--- src/rtl/instruction_fetch_stage_if.sv ---
// Bus bundle between the fetch stage, its instruction ROM and the ID-stage decoder.
// The master side is the fetch stage; the slave side is the ROM/decoder environment.
interface instruction_fetch_stage_if #(
    parameter int IMEM_ADDR_W = 10
);
    logic                   ID_stall;
    logic                   redirect_valid;
    logic [31:0]            redirect_target;
    logic [IMEM_ADDR_W-1:0] imem_addr;
    logic [31:0]            imem_data;
    logic [31:0]            IF_ID_Instruction;
    logic [31:0]            IF_ID_PCPlus4;
    logic                   IF_ID_valid;

    modport master (
        input  ID_stall, redirect_valid, redirect_target, imem_data,
        output imem_addr, IF_ID_Instruction, IF_ID_PCPlus4, IF_ID_valid
    );

    modport slave (
        output ID_stall, redirect_valid, redirect_target, imem_data,
        input  imem_addr, IF_ID_Instruction, IF_ID_PCPlus4, IF_ID_valid
    );
endinterface

--- src/rtl/instruction_fetch_stage.sv ---
// IF stage with IF/ID register: owns the PC, fetches from a combinational ROM,
// holds on ID stall, redirects on ID-resolved branches/jumps, counts fetch/stall/flush.
module instruction_fetch_stage #(
    parameter logic [31:0] RESET_PC    = 32'h0000_0000,
    parameter int          IMEM_ADDR_W = 10,
    parameter int          DELAY_SLOT  = 0
) (
    input  logic        Clk,
    input  logic        Reset,
    instruction_fetch_stage_if.master bus,
    output logic [31:0] PC_out,
    output logic [31:0] fetch_count,
    output logic [31:0] stall_count,
    output logic [31:0] flush_count
);
    typedef struct packed {
        logic [31:0] instr;
        logic [31:0] pc_plus4;
        logic        valid;
    } ifid_t;

    logic [31:0] pc;
    logic [31:0] pc_plus4;
    logic [31:0] target_aligned;
    ifid_t       ifid;

    assign pc_plus4       = pc + 32'd4;
    assign target_aligned = bus.redirect_target & ~32'h3;

    // ROM address comes straight from the registered PC only.
    assign bus.imem_addr         = pc[IMEM_ADDR_W+1:2];
    assign bus.IF_ID_Instruction = ifid.instr;
    assign bus.IF_ID_PCPlus4     = ifid.pc_plus4;
    assign bus.IF_ID_valid       = ifid.valid;
    assign PC_out                = pc;

    always_ff @(posedge Clk) begin
        if (Reset) begin
            pc          <= RESET_PC;
            ifid        <= '0;
            fetch_count <= '0;
            stall_count <= '0;
            flush_count <= '0;
        end else if (bus.ID_stall) begin
            // Instruction in ID has not issued, so any redirect this cycle is not yet real.
            stall_count <= stall_count + 32'd1;
        end else if (bus.redirect_valid) begin
            pc <= target_aligned;
            if (DELAY_SLOT != 0) begin
                ifid        <= '{instr: bus.imem_data, pc_plus4: pc_plus4, valid: 1'b1};
                fetch_count <= fetch_count + 32'd1;
            end else begin
                ifid        <= '0;
                flush_count <= flush_count + 32'd1;
            end
        end else begin
            pc          <= pc_plus4;
            ifid        <= '{instr: bus.imem_data, pc_plus4: pc_plus4, valid: 1'b1};
            fetch_count <= fetch_count + 32'd1;
        end
    end
endmodule

--- src/flat_wrapper.sv ---
// flat-port wrapper written by rule: the top's interface ports become plain ports
module instruction_fetch_stage_flat 
#(
    parameter logic [31:0] RESET_PC    = 32'h0000_0000,
    parameter int          IMEM_ADDR_W = 10,
    parameter int          DELAY_SLOT  = 0
)
  (Clk, Reset, PC_out, fetch_count, stall_count, flush_count, bus_ID_stall, bus_redirect_valid, bus_redirect_target, bus_imem_data, bus_imem_addr, bus_IF_ID_Instruction, bus_IF_ID_PCPlus4, bus_IF_ID_valid);
  instruction_fetch_stage_if #(.IMEM_ADDR_W(IMEM_ADDR_W)) bus_i ();
  input  logic Clk;
  input  logic Reset;
  output logic [31:0] PC_out;
  output logic [31:0] fetch_count;
  output logic [31:0] stall_count;
  output logic [31:0] flush_count;
  input wire logic [$bits(bus_i.ID_stall)-1:0] bus_ID_stall;
  input wire logic [$bits(bus_i.redirect_valid)-1:0] bus_redirect_valid;
  input wire logic [$bits(bus_i.redirect_target)-1:0] bus_redirect_target;
  input wire logic [$bits(bus_i.imem_data)-1:0] bus_imem_data;
  output wire logic [$bits(bus_i.imem_addr)-1:0] bus_imem_addr;
  output wire logic [$bits(bus_i.IF_ID_Instruction)-1:0] bus_IF_ID_Instruction;
  output wire logic [$bits(bus_i.IF_ID_PCPlus4)-1:0] bus_IF_ID_PCPlus4;
  output wire logic [$bits(bus_i.IF_ID_valid)-1:0] bus_IF_ID_valid;
  assign bus_i.ID_stall = bus_ID_stall;
  assign bus_i.redirect_valid = bus_redirect_valid;
  assign bus_i.redirect_target = bus_redirect_target;
  assign bus_i.imem_data = bus_imem_data;
  assign bus_imem_addr = bus_i.imem_addr;
  assign bus_IF_ID_Instruction = bus_i.IF_ID_Instruction;
  assign bus_IF_ID_PCPlus4 = bus_i.IF_ID_PCPlus4;
  assign bus_IF_ID_valid = bus_i.IF_ID_valid;
  instruction_fetch_stage #(.RESET_PC(RESET_PC), .IMEM_ADDR_W(IMEM_ADDR_W), .DELAY_SLOT(DELAY_SLOT)) u_core (.Clk(Clk), .Reset(Reset), .bus(bus_i), .PC_out(PC_out), .fetch_count(fetch_count), .stall_count(stall_count), .flush_count(flush_count));
endmodule
--- config.mk ---
export PLATFORM = sky130hd
export DESIGN_NAME = instruction_fetch_stage_flat
export DESIGN_NICKNAME = d
export VERILOG_FILES = /design/src/rtl/instruction_fetch_stage_if.sv /design/src/rtl/instruction_fetch_stage.sv /design/src/flat_wrapper.sv
export SDC_FILE = /design/constraint.sdc
export NUM_CORES = 1
export LEC_CHECK = 0
export CORE_MARGIN = 3
export CORE_UTILIZATION = 50
export CTS_CLUSTER_DIAMETER = 150
export DETAILED_ROUTE_END_ITERATION = 10
export PLACE_DENSITY = 0.9
export SETUP_SLACK_MARGIN = 0.05
export SYNTH_ARGS = -nofsm -noshare
export SYNTH_HDL_FRONTEND = slang
export SYNTH_SLANG_ARGS = --single-unit
--- constraint.sdc ---
create_clock -name Clk -period 4.51 [get_ports Clk]
set_input_delay 0.6765 -clock Clk [delete_from_list [all_inputs] [get_ports Clk]]
set_output_delay 0.6765 -clock Clk [all_outputs]
set_load 0.05 [all_outputs]
# Word level (Yosys, flattened, before mapping)
# Cells that the tools add are included.
[totals]
ff_bits = 193
input_bits = 68
out_inout_bits = 203
word_cells = 17
[classes]
addsub = 4
n_mux = 2
bitwise_logic = 2
reduce_logical = 2
[op_table]
columns = ["operator", "count"]
rows = [
  ["adder 32 x 1 -> 32 bit (second input constant)", 3],
  ["two-way mux 65 bit", 1],
  ["adder 32 x 3 -> 32 bit (second input constant)", 1],
  ["two-way mux 32 bit", 1],
  ["AND reduction 2 bit", 2],
  ["NOT 1 bit", 2],
]

# Depth between registers and ports, before layout
# Gate-level depths: netlist of run 1.
[depth]
ltp_word = 2
depth_mapped = 7
ltp_nobuf = 6

# Worst setup path after synthesis of run 1
# No wires, ideal clock.
[synth_path]
kind = "register -> register"
from = "register u_core.pc[7] (netlist: u_core.PC_out[7])"
to = "register u_core.pc[27] (netlist: u_core.PC_out[27])"
setup_ps = 131
arrival_ps = 2283
required_ps = 4379
path_slack_ps = 2097
stages_incl_launch_ff = 8
path_buffers = 2
period_less_slack_ps = 2413
path_cell_list = "dfxtp_1 > buf_2 > nand4_1 > or4_1 > buf_2 > o31a_1 > o21ai_1 > o21ai_0"
[synth_between]
elab_chain_len = 2
[synth_lines]
columns = ["item", "line", "text"]
rows = [
  ["start: declaration", "instruction_fetch_stage.sv:22", "logic [31:0] pc;"],
  ["start signal: assignment", "instruction_fetch_stage.sv:48", "pc <= target_aligned;"],
  ["start signal: assignment", "instruction_fetch_stage.sv:57", "pc <= pc_plus4;"],
  ["adder 32 x 3 -> 32 bit", "instruction_fetch_stage.sv:27", "assign pc_plus4 = pc + 32'd4;"],
  ["two-way mux 32 bit", "instruction_fetch_stage.sv:47", "end else if (bus.redirect_valid) begin"],
]
# Every way passes these cells.
# A chain may end at the register's enable or synchronous reset.

# Final worst setup path of run 1
[layout_path]
from = "register u_core.pc[4] (netlist: u_core.PC_out[4])"
to = "register u_core.pc[29] (netlist: u_core.PC_out[29])"
# The elaborated chain is that of the path after synthesis.

==> results of run 1 <==
## Yosys cell counts, types with 15 or more instances
library cell / count / share of area, %
a21oi_1: 41 / 2.5
a22o_1: 32 / 3.4
a22oi_1: 23 / 2.1
and4_1: 15 / 1.6
clkbuf_1: 45 / 2.0
dfxtp_1: 190 / 46
nand2_1: 73 / 3.3
nand3_1: 48 / 2.9
nand4_1: 40 / 3.0
nor2_1: 127 / 5.7
nor3_1: 15 / 0.90
o21ai_0: 39 / 2.3
or3_1: 16 / 1.2
xnor2_1: 36 / 3.8
xor2_1: 68 / 7.1
## how the worst min path moves through the flow
| stage | startpoint | cells past startpoint | end | slack [ns] |
|---|---|---|---|---|
| finish | u_core.bus.IF_ID_valid | 2 | u_core.bus.IF_ID_valid | 0.45 |
| global route | u_core.bus.IF_ID_valid | 2 | u_core.bus.IF_ID_valid | 0.47 |
| CTS | u_core.bus.IF_ID_PCPlus4[29] | 1 | u_core.bus.IF_ID_PCPlus4[29] | 0.45 |
| detailed placement | u_core.bus.IF_ID_PCPlus4[25] | 2 | u_core.bus.IF_ID_PCPlus4[25] | 0.44 |
| global placement | u_core.bus.IF_ID_PCPlus4[25] | 2 | u_core.bus.IF_ID_PCPlus4[25] | 0.43 |
| floorplan | u_core.bus.IF_ID_PCPlus4[25] | 2 | u_core.bus.IF_ID_PCPlus4[25] | 0.66 |
## power groups by stage
stage                     Sequential [mW]  Combinational (mW)  Clock [mW]
after floorplan                      1.90               0.145           0
after global placement               1.80               0.414           0
after detailed placement             1.80               0.418           0
after CTS                            1.76               0.421        1.66
after global routing                 1.77               0.441        1.72
final                                1.76               0.421        1.65
## cell type report
cell class	count	area [um^2]
fillers	1171	4460
multi-input cells	689	4210
flip-flops and latches	190	3800
repair buffers	273	2700
clock buffers	23	478
well taps	216	270
clock inverters	6	158
inverters	9	33.8
## logic make-up (layout without fill, tap and decap cells)
kind of cell             count (synthesis)  after routing
AO/OA/AOI/OAI                          169            169
adder cells (fa/ha/maj)                  4              4
flip-flops                             190            190
buffers and inverters                   79            311
XOR/XNOR                               104            104
multiplexers                             6              6
other                                    1              2
AND/OR/NAND/NOR                        404            404
## layer usage
layer	track usage, %	wire length, um
met1	33.6	10200
met2	43.4	12200
met3	6.43	1690
met4	7.73	462
met5	0	0
## sequential cells by signal, summed over array words and instances, names as in the netlist
register                      flops
u_core.PC_out                    30
u_core.bus.IF_ID_Instruction     32
u_core.bus.IF_ID_valid            1
u_core.fetch_count               32
u_core.stall_count               32
u_core.flush_count               32
u_core.bus.IF_ID_PCPlus4         31
## through the flow
stage          std cells  instance area (um^2)
2_1_floorplan        958                  8360
3_3_place_gp        1377                 11000
3_5_place_dp        1377                 11000
4_1_cts             1406                 11700
5_1_grt             1406                 11700
6_report            1406                 11700
## critical path: stages (launching register included)
cell	delay, ns
dfxtp_1	0.66
nand3_1	0.35
or4_1	0.77
or4_1	0.48
a21oi_1	0.26
o21bai_1	0.15
==> impl_metrics.toml, run 1 <==
[outcome]
status = "complete, no violations"

[global_route]
grt_pass1_vias = 7274
grt_max_degree = 74
grt_usage_pct = 26.1
grt_overflow = 0
antenna_found_initial = 0
grt_first_pass_wirelength_mm = 38.7

[cells_and_area]
final_common_cell = "clkdlybuf4s50_1"
drive_gt1_share_pct = 4.79
final_util_pct = 72.3
layout_common_cells = "263 x clkdlybuf4s50_1, 190 x dfxtp_1, 126 x nor2_1, 73 x nand2_1, 68 x xor2_1"
areaGrowthSynthToFinish_pct = 39.5
diodes = 0
nNetsFinal = 1252

[die]
die_h_um = 135
dieWidth_um = 135
die-area_um2 = 18300
start_util_pct = 51.8
std_cell_rows = 46
core_um2 = 16100
io_pins = 271

[placement]
dp_slack_ns = 1.45
dp_hpwl_mm = 17.4
gp_congestion = 0.881
numPortBuffers = 266

[setup_path]
crit_required_ns = 4.86
end_kind = "register"
start_kind = "register"
critical_path_class = "register to register"
rrSetupSlack_ns = 1.77
endpoint = "u_core.PC_out[29]"
reg2regPathDepth = 5
worstPathArrival_ns = 3.09
cp_max_fo = 13
startpoint = "u_core.PC_out[4]"
reg2reg_from = "u_core.PC_out[4]"
reg2reg_to = "u_core.PC_out[29]"

[logic_synthesis]
synth-compound-area-share_pct = 13.3
synthAdderAreaFrac_pct = 0.599
synth_edf_count = 0
syn-cell-area_um2 = 8350
ys.flop_type = "dfxtp_1"
ys_seq_area_share_pct = 45.5
synthXorXnorAreaFrac_pct = 10.9
synthMuxAreaShare_pct = 0.719
synth_top_family_by_area = "simple AND/OR/NAND/NOR gates"
netlist_instances = 957
postSynthAreaPerCell_um2 = 8.73
ys_async_sr_fraction_pct = 0
synth.distinct_cells = 54
yosys.area_share.simple_pct = 24.7
ys_warn_count = 0
synth_seq_cells = 190

[power]
clock_power_share_pct = 43.0
power_switching_mw = 0.934
power_mw = 3.83
comb_power_share_pct = 11.0
ir_drop_uv = 262
cellPowerDensity_nw_per_um2 = 329
p_leak_nw = 4.08
power.share.switching_pct = 24.4
intPower_mw = 2.89
power_frac_seq_pct = 46.0

[sta]
hold_viol_final = 0
tightest_slew_ns = 0.973
period_share_pct = 60.7
rsz0062_at_grt = "no"
fin_crit_ns = 2.74
hold-worst-slack_ns = 0.449
max_freq_mhz = 365
final-setup-viol-count = 0
finalSetupTns_ns = 0
relSlewSlack_pct = 34.6
slew_viol_final = 0
fin_ws_ns = 1.77
clock_skew_ns = 0.0106

[routing]
firstDrtPassIters = 5
wl_mm = 24.5
drcViolationCount = 0
viasPerCell = 5.65
drtIter0Drc = 729
detail_route.wl_per_cell_um = 17.4
vias = 7945
antenna_left = 0

[clock_network]
cts.htree.levels = 4
cts.path.max_buffers = 2
numCtsBuffers = 17
insertion_delay_ns = 0.43
clk_pin_slew_worst_paths_ns = 0.07
cts_hold_repair.buffers = 0
cts_resized = 0
cts_root_buf = "clkbuf_16"
cts.sinks = 190
cts_tree = "yes"
cts_setup_buffers = 0

[min_path]
hold_class = "register to register"

[run]
cap_violations = 0
(Power assumes the default switching activity.)
==> run 2: changes to the inputs <==
Settings changed: CORE_UTILIZATION 50 to 42, PLACE_DENSITY 0.9 to 0.81.
Clock period 4.51 ns to 2.4 ns, I/O delays scaled along.
==> run 2 against run 1 <==
  * Design area increased by 2.4%
  * Clock power rose by 65%
  * Total power is 79% higher
  * Via count increased by 0.16%
  * First-iteration DRC count decreased by 42%
  * Global-route usage down 3.8 points
  * Worst hold slack got worse by 0.011 ns
  * Clock-buffer cell count shrank 5
  * Clock skew grew 0.0051 ns
  * Routed wire length grew 1.1%
  * Critical path depth shrank 3
==> impl_metrics.toml, run 2 (synthesis results as in run 1) <==
[sta]
fin_ws_ns = 0.176
finalSetupTns_ns = 0
final-setup-viol-count = 0
tightest_slew_ns = 0.697
relSlewSlack_pct = 53.6
max_freq_mhz = 450
clock_skew_ns = 0.0157
fin_crit_ns = 2.22
period_share_pct = 92.7
hold_viol_final = 0
slew_viol_final = 0
rsz0062_at_grt = "no"

[setup_path]
start_kind = "register"
cp_slowest_cell = "clkdlybuf4s50_1"
critical_path_class = "register to primary output"
path_cells = "buf_4 -> clkdlybuf4s50_1"
cp_max_fo = 5
crit_required_ns = 2.04
worstPathArrival_ns = 1.86
critPathMaxStageDelay_ns = 0.84
end_kind = "primary output"

[clock_network]
cts.htree.levels = 4
insertion_delay_ns = 0.43
cts_setup_buffers = 0
cts_tree = "yes"
numCtsBuffers = 17
cts.sinks = 190
cts.path.max_buffers = 2
cts_root_buf = "clkbuf_16"
clk_pin_slew_worst_paths_ns = 0.07

[placement]
dp_slack_ns = 0.154
numPortBuffers = 266
dp_hpwl_mm = 18.0
gp_congestion = 0.883

[routing]
wl_mm = 24.8
drtIter0Drc = 421
viasPerCell = 5.35
antenna_left = 0
drcViolationCount = 0
firstDrtPassIters = 5
vias = 7958
detail_route.wl_per_cell_um = 16.7

[global_route]
grt_pass1_vias = 7366
grt_overflow = 0
antenna_found_initial = 1
grt_max_degree = 72
use_met2_pct = 36.9
grt_first_pass_wirelength_mm = 39.5
grt.busiest_layer = "met2"
use_met1_pct = 28.1
grtUsageMet3_pct = 6.42
grt_usage_pct = 22.3

[power]
cellPowerDensity_nw_per_um2 = 575
p_leak_nw = 4.24
ir_drop_uv = 504

[die]
die-area_um2 = 21600
std_cell_rows = 50
die_h_um = 147
dieWidth_um = 147
io_pins = 271
core_um2 = 19100
start_util_pct = 43.6

[cells_and_area]
areaGrowthSynthToFinish_pct = 42.8
diodes = 0
final_common_cell = "clkdlybuf4s50_1"
fillCellCount = 1657
multi_input_area_um2 = 4210
seq_area_um2 = 3810
nNetsFinal = 1287
drive_gt1_share_pct = 8.39
layout_common_cells = "262 x clkdlybuf4s50_1, 187 x dfxtp_1, 126 x nor2_1, 73 x nand2_1, 68 x xor2_1"

[run]
cap_violations = 0

[outcome]
status = "complete, no violations"

[min_path]
hold_class = "input port to register"
[run 2: cell count changes in the layout (fill, tap and decap cells not counted), sizes merged]
| cell | delta |
|---|---|
| clkbuf | -5 |
| clkinv | +6 |
| clkdlybuf4s50 | -1 |
| bufinv | -5 |
| buf | +36 |
| inv | +7 |
[run 2: repair_timing]
item,4_1_cts,5_1_grt
hold buffers,0,0
resized for setup,0,1
endpoints found under the setup margin,0,6
[run 2: area by class of cell]
| cell class | instances | area share, % |
|---|---|---|
| flip-flops and latches | 190 | 31.9 |
| well taps | 260 | 2.73 |
| inverters | 9 | 0.283 |
| multi-input cells | 689 | 35.3 |
| repair buffers | 308 | 25.0 |
| clock inverters | 14 | 1.04 |
| clock buffers | 18 | 3.68 |
[run 2: final timing paths]
| path | slack (ns) | cells past startpoint | end | startpoint |
|---|---|---|---|---|
| max | 0.18 | 2 | PC_out[3] | u_core.PC_out[3] |
| min reg2reg | 0.45 | 2 | u_core.bus.IF_ID_PCPlus4[27] | u_core.bus.IF_ID_PCPlus4[27] |
| max reg2reg | 0.23 | 6 | u_core.PC_out[23] | u_core.PC_out[11] |
| min | 0.44 | 3 | u_core.PC_out[9] | Reset |
[run 2: critical path, delay by kind of cell (launching register included)]
| family | cells | cell delay, ns |
|---|---|---|
| flops | 1 | 0.43 |
| buf+inv | 2 | 1.02 |
[run 2: report_power, final]
group | internal [mW] | switching [mW] | leakage [nW]
Sequential | 3.22 | 0.0673 | 1.54
Combinational | 0.328 | 0.519 | 2.42
Clock | 1.40 | 1.33 | 0.279
[run 2: per-stage QoR]
step	hold slack, ns	utilization, %	power, mW	cell area, um^2	cells
5_1_grt	0.454	62.3	7.11	11900	1488
3_5_place_dp	0.437	59.4	4.20	11400	1456
2_1_floorplan	0.486	-	3.85	8360	958
6_report	0.438	62.3	6.86	11900	1488
3_3_place_gp	0.430	59.4	4.19	11400	1456
4_1_cts	0.430	62.3	6.92	11900	1488
[run 2: routing by layer]
layer,part of all wire (%),vias up
li1,-,3886
met1,42,3792
met2,49,238
met3,6.9,40
met4,1.9,2
met5,0.036,-
